===== src/rtl/fir_s2p_buffer.sv =====
// rtl/fir_s2p_buffer.sv - ping-pong serial-to-parallel frame buffer between FIR and 16-point FFT
module fir_s2p_buffer #(
  parameter int DATA_W = 16
) (
  input  logic              clk,
  input  logic              rst,
  input  logic              fir_valid,
  input  logic [DATA_W-1:0] fir_d,
  input  logic              s2p_ready,
  output logic              s2p_valid,
  output logic [DATA_W-1:0] s2p_d0,
  output logic [DATA_W-1:0] s2p_d1,
  output logic [DATA_W-1:0] s2p_d2,
  output logic [DATA_W-1:0] s2p_d3,
  output logic [DATA_W-1:0] s2p_d4,
  output logic [DATA_W-1:0] s2p_d5,
  output logic [DATA_W-1:0] s2p_d6,
  output logic [DATA_W-1:0] s2p_d7,
  output logic [DATA_W-1:0] s2p_d8,
  output logic [DATA_W-1:0] s2p_d9,
  output logic [DATA_W-1:0] s2p_d10,
  output logic [DATA_W-1:0] s2p_d11,
  output logic [DATA_W-1:0] s2p_d12,
  output logic [DATA_W-1:0] s2p_d13,
  output logic [DATA_W-1:0] s2p_d14,
  output logic [DATA_W-1:0] s2p_d15,
  output logic              overflow
);

  // Read-side state is the full flag of the bank being presented.
  localparam logic [0:0] ST_EMPTY   = 1'b0;
  localparam logic [0:0] ST_PRESENT = 1'b1;

  logic [DATA_W-1:0] bank_q [2][16];
  logic [3:0]        wr_cnt_q, wr_cnt_d;
  logic              wr_sel_q, wr_sel_d;
  logic              rd_sel_q, rd_sel_d;
  logic [1:0]        full_q, full_d;
  logic              overflow_q, overflow_d;
  logic [0:0]        rd_state;

  logic wr_en;
  logic wr_last;
  logic drop;
  logic xfer;

  // Fullness is judged on registered flags, so a bank freed this edge is not yet writable.
  always_comb begin
    wr_en    = fir_valid & ~full_q[wr_sel_q];
    drop     = fir_valid &  full_q[wr_sel_q];
    wr_last  = wr_en & (wr_cnt_q == 4'd15);
    rd_state = full_q[rd_sel_q] ? ST_PRESENT : ST_EMPTY;
    xfer     = (rd_state == ST_PRESENT) & s2p_ready;
  end

  // Next-state: write pointer, bank selects, full flags and sticky overflow.
  always_comb begin
    wr_cnt_d   = wr_cnt_q;
    wr_sel_d   = wr_sel_q;
    rd_sel_d   = rd_sel_q;
    full_d     = full_q;
    overflow_d = overflow_q | drop;
    if (!fir_valid) begin
      // A stream break discards the partial frame; completed banks are untouched.
      wr_cnt_d = 4'd0;
    end else if (wr_en) begin
      if (wr_last) begin
        wr_cnt_d = 4'd0;
        wr_sel_d = ~wr_sel_q;
      end else begin
        wr_cnt_d = wr_cnt_q + 4'd1;
      end
    end
    if (xfer) begin
      full_d[rd_sel_q] = 1'b0;
      rd_sel_d         = ~rd_sel_q;
    end
    // wr_last and xfer never target the same bank: one needs it empty, the other full.
    if (wr_last) begin
      full_d[wr_sel_q] = 1'b1;
    end
  end

  // Control registers.
  always_ff @(posedge clk or posedge rst) begin
    if (rst) begin
      wr_cnt_q   <= 4'd0;
      wr_sel_q   <= 1'b0;
      rd_sel_q   <= 1'b0;
      full_q     <= 2'b00;
      overflow_q <= 1'b0;
    end else begin
      wr_cnt_q   <= wr_cnt_d;
      wr_sel_q   <= wr_sel_d;
      rd_sel_q   <= rd_sel_d;
      full_q     <= full_d;
      overflow_q <= overflow_d;
    end
  end

  // Frame storage; samples are stored bit-exact at the current write slot.
  always_ff @(posedge clk or posedge rst) begin
    if (rst) begin
      for (int b = 0; b < 2; b++) begin
        for (int k = 0; k < 16; k++) begin
          bank_q[b][k] <= '0;
        end
      end
    end else if (wr_en) begin
      bank_q[wr_sel_q][wr_cnt_q] <= fir_d;
    end
  end

  assign s2p_valid = (rd_state == ST_PRESENT);
  assign overflow  = overflow_q;

  assign s2p_d0  = bank_q[rd_sel_q][0];
  assign s2p_d1  = bank_q[rd_sel_q][1];
  assign s2p_d2  = bank_q[rd_sel_q][2];
  assign s2p_d3  = bank_q[rd_sel_q][3];
  assign s2p_d4  = bank_q[rd_sel_q][4];
  assign s2p_d5  = bank_q[rd_sel_q][5];
  assign s2p_d6  = bank_q[rd_sel_q][6];
  assign s2p_d7  = bank_q[rd_sel_q][7];
  assign s2p_d8  = bank_q[rd_sel_q][8];
  assign s2p_d9  = bank_q[rd_sel_q][9];
  assign s2p_d10 = bank_q[rd_sel_q][10];
  assign s2p_d11 = bank_q[rd_sel_q][11];
  assign s2p_d12 = bank_q[rd_sel_q][12];
  assign s2p_d13 = bank_q[rd_sel_q][13];
  assign s2p_d14 = bank_q[rd_sel_q][14];
  assign s2p_d15 = bank_q[rd_sel_q][15];

endmodule


===== config.mk =====
export PLATFORM = sky130hd
export DESIGN_NAME = fir_s2p_buffer
export DESIGN_NICKNAME = d
export VERILOG_FILES = /design/src/rtl/fir_s2p_buffer.sv
export SDC_FILE = /design/constraint.sdc
export NUM_CORES = 1
export LEC_CHECK = 0
export BUFFER_PORTS_ARGS = -buffer_cell sky130_fd_sc_hd__buf_2
export CORE_MARGIN = 4
export CORE_UTILIZATION = 30
export DETAILED_ROUTE_END_ITERATION = 16
export PLACE_DENSITY_LB_ADDON = 0.12
export SLEW_MARGIN = 30
export SYNTH_ARGS = -nofsm -noshare
export SYNTH_HDL_FRONTEND = slang
export SYNTH_SLANG_ARGS = --single-unit

===== constraint.sdc =====
create_clock -name clk -period 18.36 [get_ports clk]
set_input_delay 0 -clock clk [delete_from_list [all_inputs] [get_ports clk]]
set_output_delay 0 -clock clk [all_outputs]
set_load 0.01 [all_outputs]

* Word level (Yosys, flattened, before mapping)
Index checks and enable logic that the tools add are counted.
** Word-level totals
- Bits in registers :: 521
- Output and inout bits :: 258
- Word-level logic and storage cells :: 90
** Cells by class
- $add $sub $neg :: 1
- Order comparisons :: 9
- Eq/ne operators :: 2
- Muxes and demuxes :: 22
- Bitwise operators :: 14
- Reduce and logical (&&, ||, !) cells :: 5
** Operator list (count)
- 2-to-1 mux 256 bit :: 4
- bitwise mux 512 bit :: 1
- demux 256 bit (select 1 bit) :: 1
- demux 16 bit (select 4 bit) :: 1
- 2-to-1 mux 16 bit :: 1
- 2-to-1 mux 4 bit :: 3
- 2-to-1 mux 1 bit :: 7
- >= comparator 5 bit, second input constant :: 1
- less-than comparator 5 x 1 -> 1 bit, second input constant :: 1
- NOT 4 -> 5 bit :: 1
- adder 4 x 1 -> 4 bit, second input constant :: 1
- AND 1 bit :: 4
- == test 4 bit, second input constant :: 1
- >= comparator 2 bit, second input constant :: 2
- logical AND 1 bit :: 4
- less-than comparator 1 x 2 -> 1 bit, second input constant :: 2
- 2-to-1 mux 2 bit :: 2
- NOT 1 -> 2 bit :: 2
- NOT 1 bit :: 3
- AND reduction 3 bit :: 1
- AND 2 bit :: 1
- demux 1 bit (select 1 bit) :: 2
- >= comparator 1 bit, second input constant :: 2
- less-than comparator 2 x 1 -> 1 bit, second input constant :: 1
- other kinds (4) :: 4

* Logic depth before layout (Yosys ltp)
- Depth after elaboration :: 9
- Gate-level depth with buffers :: 7
- Depth with buffers taken out :: 5

* Least setup slack after synthesis
OpenSTA, ideal clock, no wires.
- Path kind :: register -> register
- Start point :: register wr_cnt_q[0]
- End point :: register bank_q[256] (netlist name)
- Arrival :: 1.828 ns
- Required time :: 18.235 ns
- Slack :: 16.407 ns
- Cell stages (with the launch flop) :: 6
- Path buffers :: 1
- Cell sequence :: dfrtp_1 ha_1 and3_1 nor4b_4 buf_2 mux2_2
** On the way
- Cells in the longest elaborated chain, start to end :: 8
- Elaborated cells between the ends (all ways) :: 9
- Those cells by class :: 2 x order compare; 5 x mux; 1 x bitwise; 1 x reduce/logical
** RTL lines
- from (decl) :: RTL line 35 : logic [3:0] wr_cnt_q, wr_cnt_d;
- from (signal assigned) :: RTL line 93 : wr_cnt_q <= wr_cnt_d;
- NOT 4 -> 5 bit (not written as such) * :: RTL line 110 : bank_q[wr_sel_q][wr_cnt_q] <= fir_d;
- >= comparator 5 bit (not written as such) or less-than comparator 5 x 1 -> 1 bit (tied branches) :: RTL line 110
- logical AND 1 bit (not written as such) :: RTL line 110
- 2-to-1 mux 16 bit (not written as such) :: RTL line 110
- demux 16 bit (select 4 bit) * :: RTL line 110
- 2-to-1 mux 256 bit (not written as such) * :: RTL line 110
- demux 256 bit (select 1 bit) * :: RTL line 110
- bitwise mux 512 bit * :: RTL line 110
- to (signal, indexed assignment) :: RTL line 110
- to (decl) :: RTL line 34 : logic [DATA_W-1:0] bank_q [2][16];
Every way passes the cells marked *; elsewhere a longest branch is shown, timed or not.
A chain may end at the register's enable or synchronous reset.

* Final worst setup path
- Start point :: register rd_sel_q
- End point :: output port s2p_d6[3]
** On the way
- Cells in the longest elaborated chain, start to end :: 4
** RTL lines
- from (decl) :: RTL line 37 : logic rd_sel_q, rd_sel_d;
- from (signal assigned) :: RTL line 95 : rd_sel_q <= rd_sel_d;
- NOT 1 -> 2 bit (not written as such) :: RTL line 123 : assign s2p_d6 = bank_q[rd_sel_q][6];
- 2-to-1 mux 256 bit
- 2-to-1 mux 256 bit (not written as such) :: RTL line 123
- 2-to-1 mux 256 bit
- to (decl) :: RTL line 17 : output logic [DATA_W-1:0] s2p_d6,
No other way between the ends. The select of a mux whose other input is x is not followed.

==> impl_metrics.json <==
{
  "crit-reg2reg-launch": "wr_cnt_q[3]",
  "slowest_stage": "dfrtp_4",
  "synth_top_family_by_area": "multiplexers",
  "layout-drive-gt1-share_pct": 64.47,
  "area_growth_syn_to_layout_pct": 19.42,
  "path_clk_slew_ns": 0.06,
  "yosys-top-cells-count": "716 x mux2_2, 521 x dfrtp_1, 68 x clkbuf_1, 54 x mux2_1, 33 x buf_2",
  "initial_core_util_pct": 30.23,
  "finalSetupViolations": 0,
  "synth-edff-count": 0,
  "die_area_um2": 80900,
  "max_clock_freq_mhz": 312.3,
  "fin_skew_ns": 0.01717,
  "grt_pass1_wl_um": 95660,
  "synthXorXnorAreaFrac_pct": 0.03821,
  "die_w_um": 284.4,
  "slowest_delay_ns": 1.04,
  "coreArea_um2": 75820,
  "cp_num_buf_inv": 2,
  "synth_top_flop_cell": "dfrtp_1",
  "ios": 278,
  "syn_inst": 1496,
  "gp_routability_congestion": 0.6889,
  "antenna_found_initial": 1,
  "grt_pass1_vias": 14130,
  "cp-start-kind": "flop",
  "synth-compound-area-share_pct": 0.3329,
  "ant_nets": 0,
  "syn-num-nets": 1520,
  "critical_path_class": "reg -> out",
  "cts.sinks": 521,
  "r2r_slack_ns": 15.98,
  "yosysSeqAreaShare_pct": 56.87,
  "maxCapViolCount": 0,
  "synth_area_um2": 22920,
  "power_density_nw_per_um2": 108.7,
  "critPathMaxFanout": 62,
  "outcome": "finished clean",
  "dp_hpwl_um": 39480,
  "viasPerCell": 4.729,
  "cts_hold_repair.buffers": 3,
  "grt_max_degree": 169,
  "routedWlPerCell_um": 22.90,
  "yosysMostFrequentCell": "mux2_2",
  "synth_warnings": 0,
  "period_share_pct": 17.44,
  "io_buffers": 277,
  "cts_buffers": 60,
  "crit_arrival_ns": 3.20,
  "crit_chain": "buf_4 > mux2_2 > buf_2",
  "drc": 0,
  "hold_path.class": "in -> async",
  "clockBufferDepth": 3,
  "cpLargestDelayFamily": "flip-flops",
  "gr-usage-all-layers_pct": 15.56,
  "dp_slack_ns": 15.57,
  "async_flop_share_pct": 100.0,
  "vdd_ir_drop_max_mv": 0.08686,
  "finalWorstSetupSlack_ns": 15.16,
  "synth.largest_area_cell": "dfrtp_1",
  "num_rows": 101,
  "htreeDepth": 2,
  "drt_pass1_iterations": 4,
  "synth-simple-area-share_pct": 2.145,
  "syn_avg_cell_area_um2": 15.32,
  "dieHeight_um": 284.4,
  "cts_resized": 0,
  "finalHoldViolations": 0,
  "grt_overflow": 0,
  "cts_root_buffer": "clkbuf_16",
  "clock_latency_ns": 0.61,
  "postCtsSetupRepairBufs": 0,
  "synth-seq-cells": 521,
  "drtIter0Drc": 515,
  "p_leak_nw": 13.79,
  "nFillCells": 7321,
  "post-route-util_pct": 36.11,
  "rsz0062_at_grt": "false",
  "synth_adder_area_share_pct": 0.2183,
  "synth.distinct_cells": 38,
  "slew_violations": 0,
  "routed_wl_um": 63400,
  "crit_required_ns": 18.36,
  "end_kind": "output port",
  "dr_total_vias": 13090,
  "nNetsFinal": 1765,
  "synth_mux_area_share_pct": 37.87,
  "finalCriticalPeriod_ns": 3.202,
  "cts_tree": "built",
  "yosysTopAreaCellShare_pct": 56.87,
  "setup-tns-final_ns": 0,
  "slew_headroom_pct": 28.15,
  "reg2reg_depth": 4,
  "synthTopCellsByArea": "dfrtp_1 57%, mux2_2 35%, mux2_1 2.7%, clkbuf_1 1.1%, buf_2 0.72%",
  "r2r-end": "bank_q[87]",
  "tightest_slew_ns": 1.078
}
## state kept, by name, summed over array words and instances, names as in the netlist
| signal | flops |
|---|---|
| bank_q | 512 |
| full_q | 2 |
| overflow | 1 |
| rd_sel_q | 1 |
| wr_cnt_q | 4 |
| wr_sel_q | 1 |
## per-layer routing
metal,GRT usage (%),wire length [um],vias to the layer above,share of wire [%]
met5,0,0,-,0
met4,4.026,1409,0,2.2
met3,2.430,2144,81,3.4
met2,26.46,31150,209,49
met1,20.80,28690,6952,45
li1,-,-,5852,-
## report_power, final
part,internal (mW),total [mW],switching [mW]
clock,0.749,1.23,0.476
combinational,0.217,0.444,0.227
sequential,1.26,1.31,0.0496
## worst reg2reg max path: cells and delay by family, from the launching register on
kind | cells | cell delay (ns)
buf+inv | 1 | 0.32
flops | 1 | 0.67
mux | 1 | 0.37
simple gates | 2 | 0.90
## cell families after synthesis
logic type | Yosys count
AOI/OAI and AO/OA | 13
DFF | 521
and+or+nand+nor | 62
xor gates and xnor gates | 1
adders and majority gates | 4
muxes | 771
buffers and inverters | 124
## cells in the final DEF, fill, tap and decap left out, types with 2 or more instances in the layout
master,n
buf_4,15
clkbuf_1,11
dfrtp_1,520
nor2_4,2
nor2_2,10
bufinv_16,6
inv_1,5
nand3_1,2
buf_16,3
nor2_8,2
mux2_1,54
a21oi_1,6
nand2_2,11
ha_1,4
nand2b_1,2
nand2_1,8
buf_12,3
nor2b_1,3
dlygate4sd3_1,3
nor3b_4,2
buf_2,277
inv_6,2
diode_2,4
and4bb_2,4
nand4bb_1,2
clkbuf_8,15
clkinv_2,11
mux2_2,716
o21ai_0,2
a21o_1,3
clkbuf_16,61
## layout make-up
class / count / area [um2] / share of cell area [%]
Sequential cell: 521 / 13040 / 47.64
Clock buffer: 87 / 1774 / 6.481
Timing Repair Buffer: 301 / 1672 / 6.106
Clock inverter: 21 / 269.0 / 0.9826
Antenna cell: 4 / 10.01 / 0.03656
Tap cell: 978 / 1224 / 4.470
Inverter: 6 / 35.03 / 0.1280
Multi-Input combinational cell: 851 / 9351 / 34.16
## metrics by stage
stage | cell area (um2) | std cells | power [mW] | hold slack (ns)
6_report | 27380 | 2769 | 2.976 | 0.01349
4_1_cts | 27280 | 2762 | 3.040 | 0.06241
3_3_place_gp | 25160 | 2651 | 1.773 | 0.2419
5_1_grt | 27370 | 2765 | 3.121 | 0.09350
3_5_place_dp | 25200 | 2651 | 1.783 | 0.2423
2_1_floorplan | 22920 | 1496 | 1.592 | 0.1075
## how the worst max path moves through the flow
| stage | from | to | cells after the start |
|---|---|---|---|
| final | rd_sel_q | s2p_d6[3] | 3 |
| after global routing | rd_sel_q | s2p_d8[0] | 3 |
| after floorplan | rst | bank_q[0] | 1 |
| after global placement | rst | rd_sel_q | 4 |
| after detailed placement | rst | rd_sel_q | 4 |
| after CTS | rd_sel_q | s2p_d6[3] | 3 |
(Power assumes the default switching activity.)
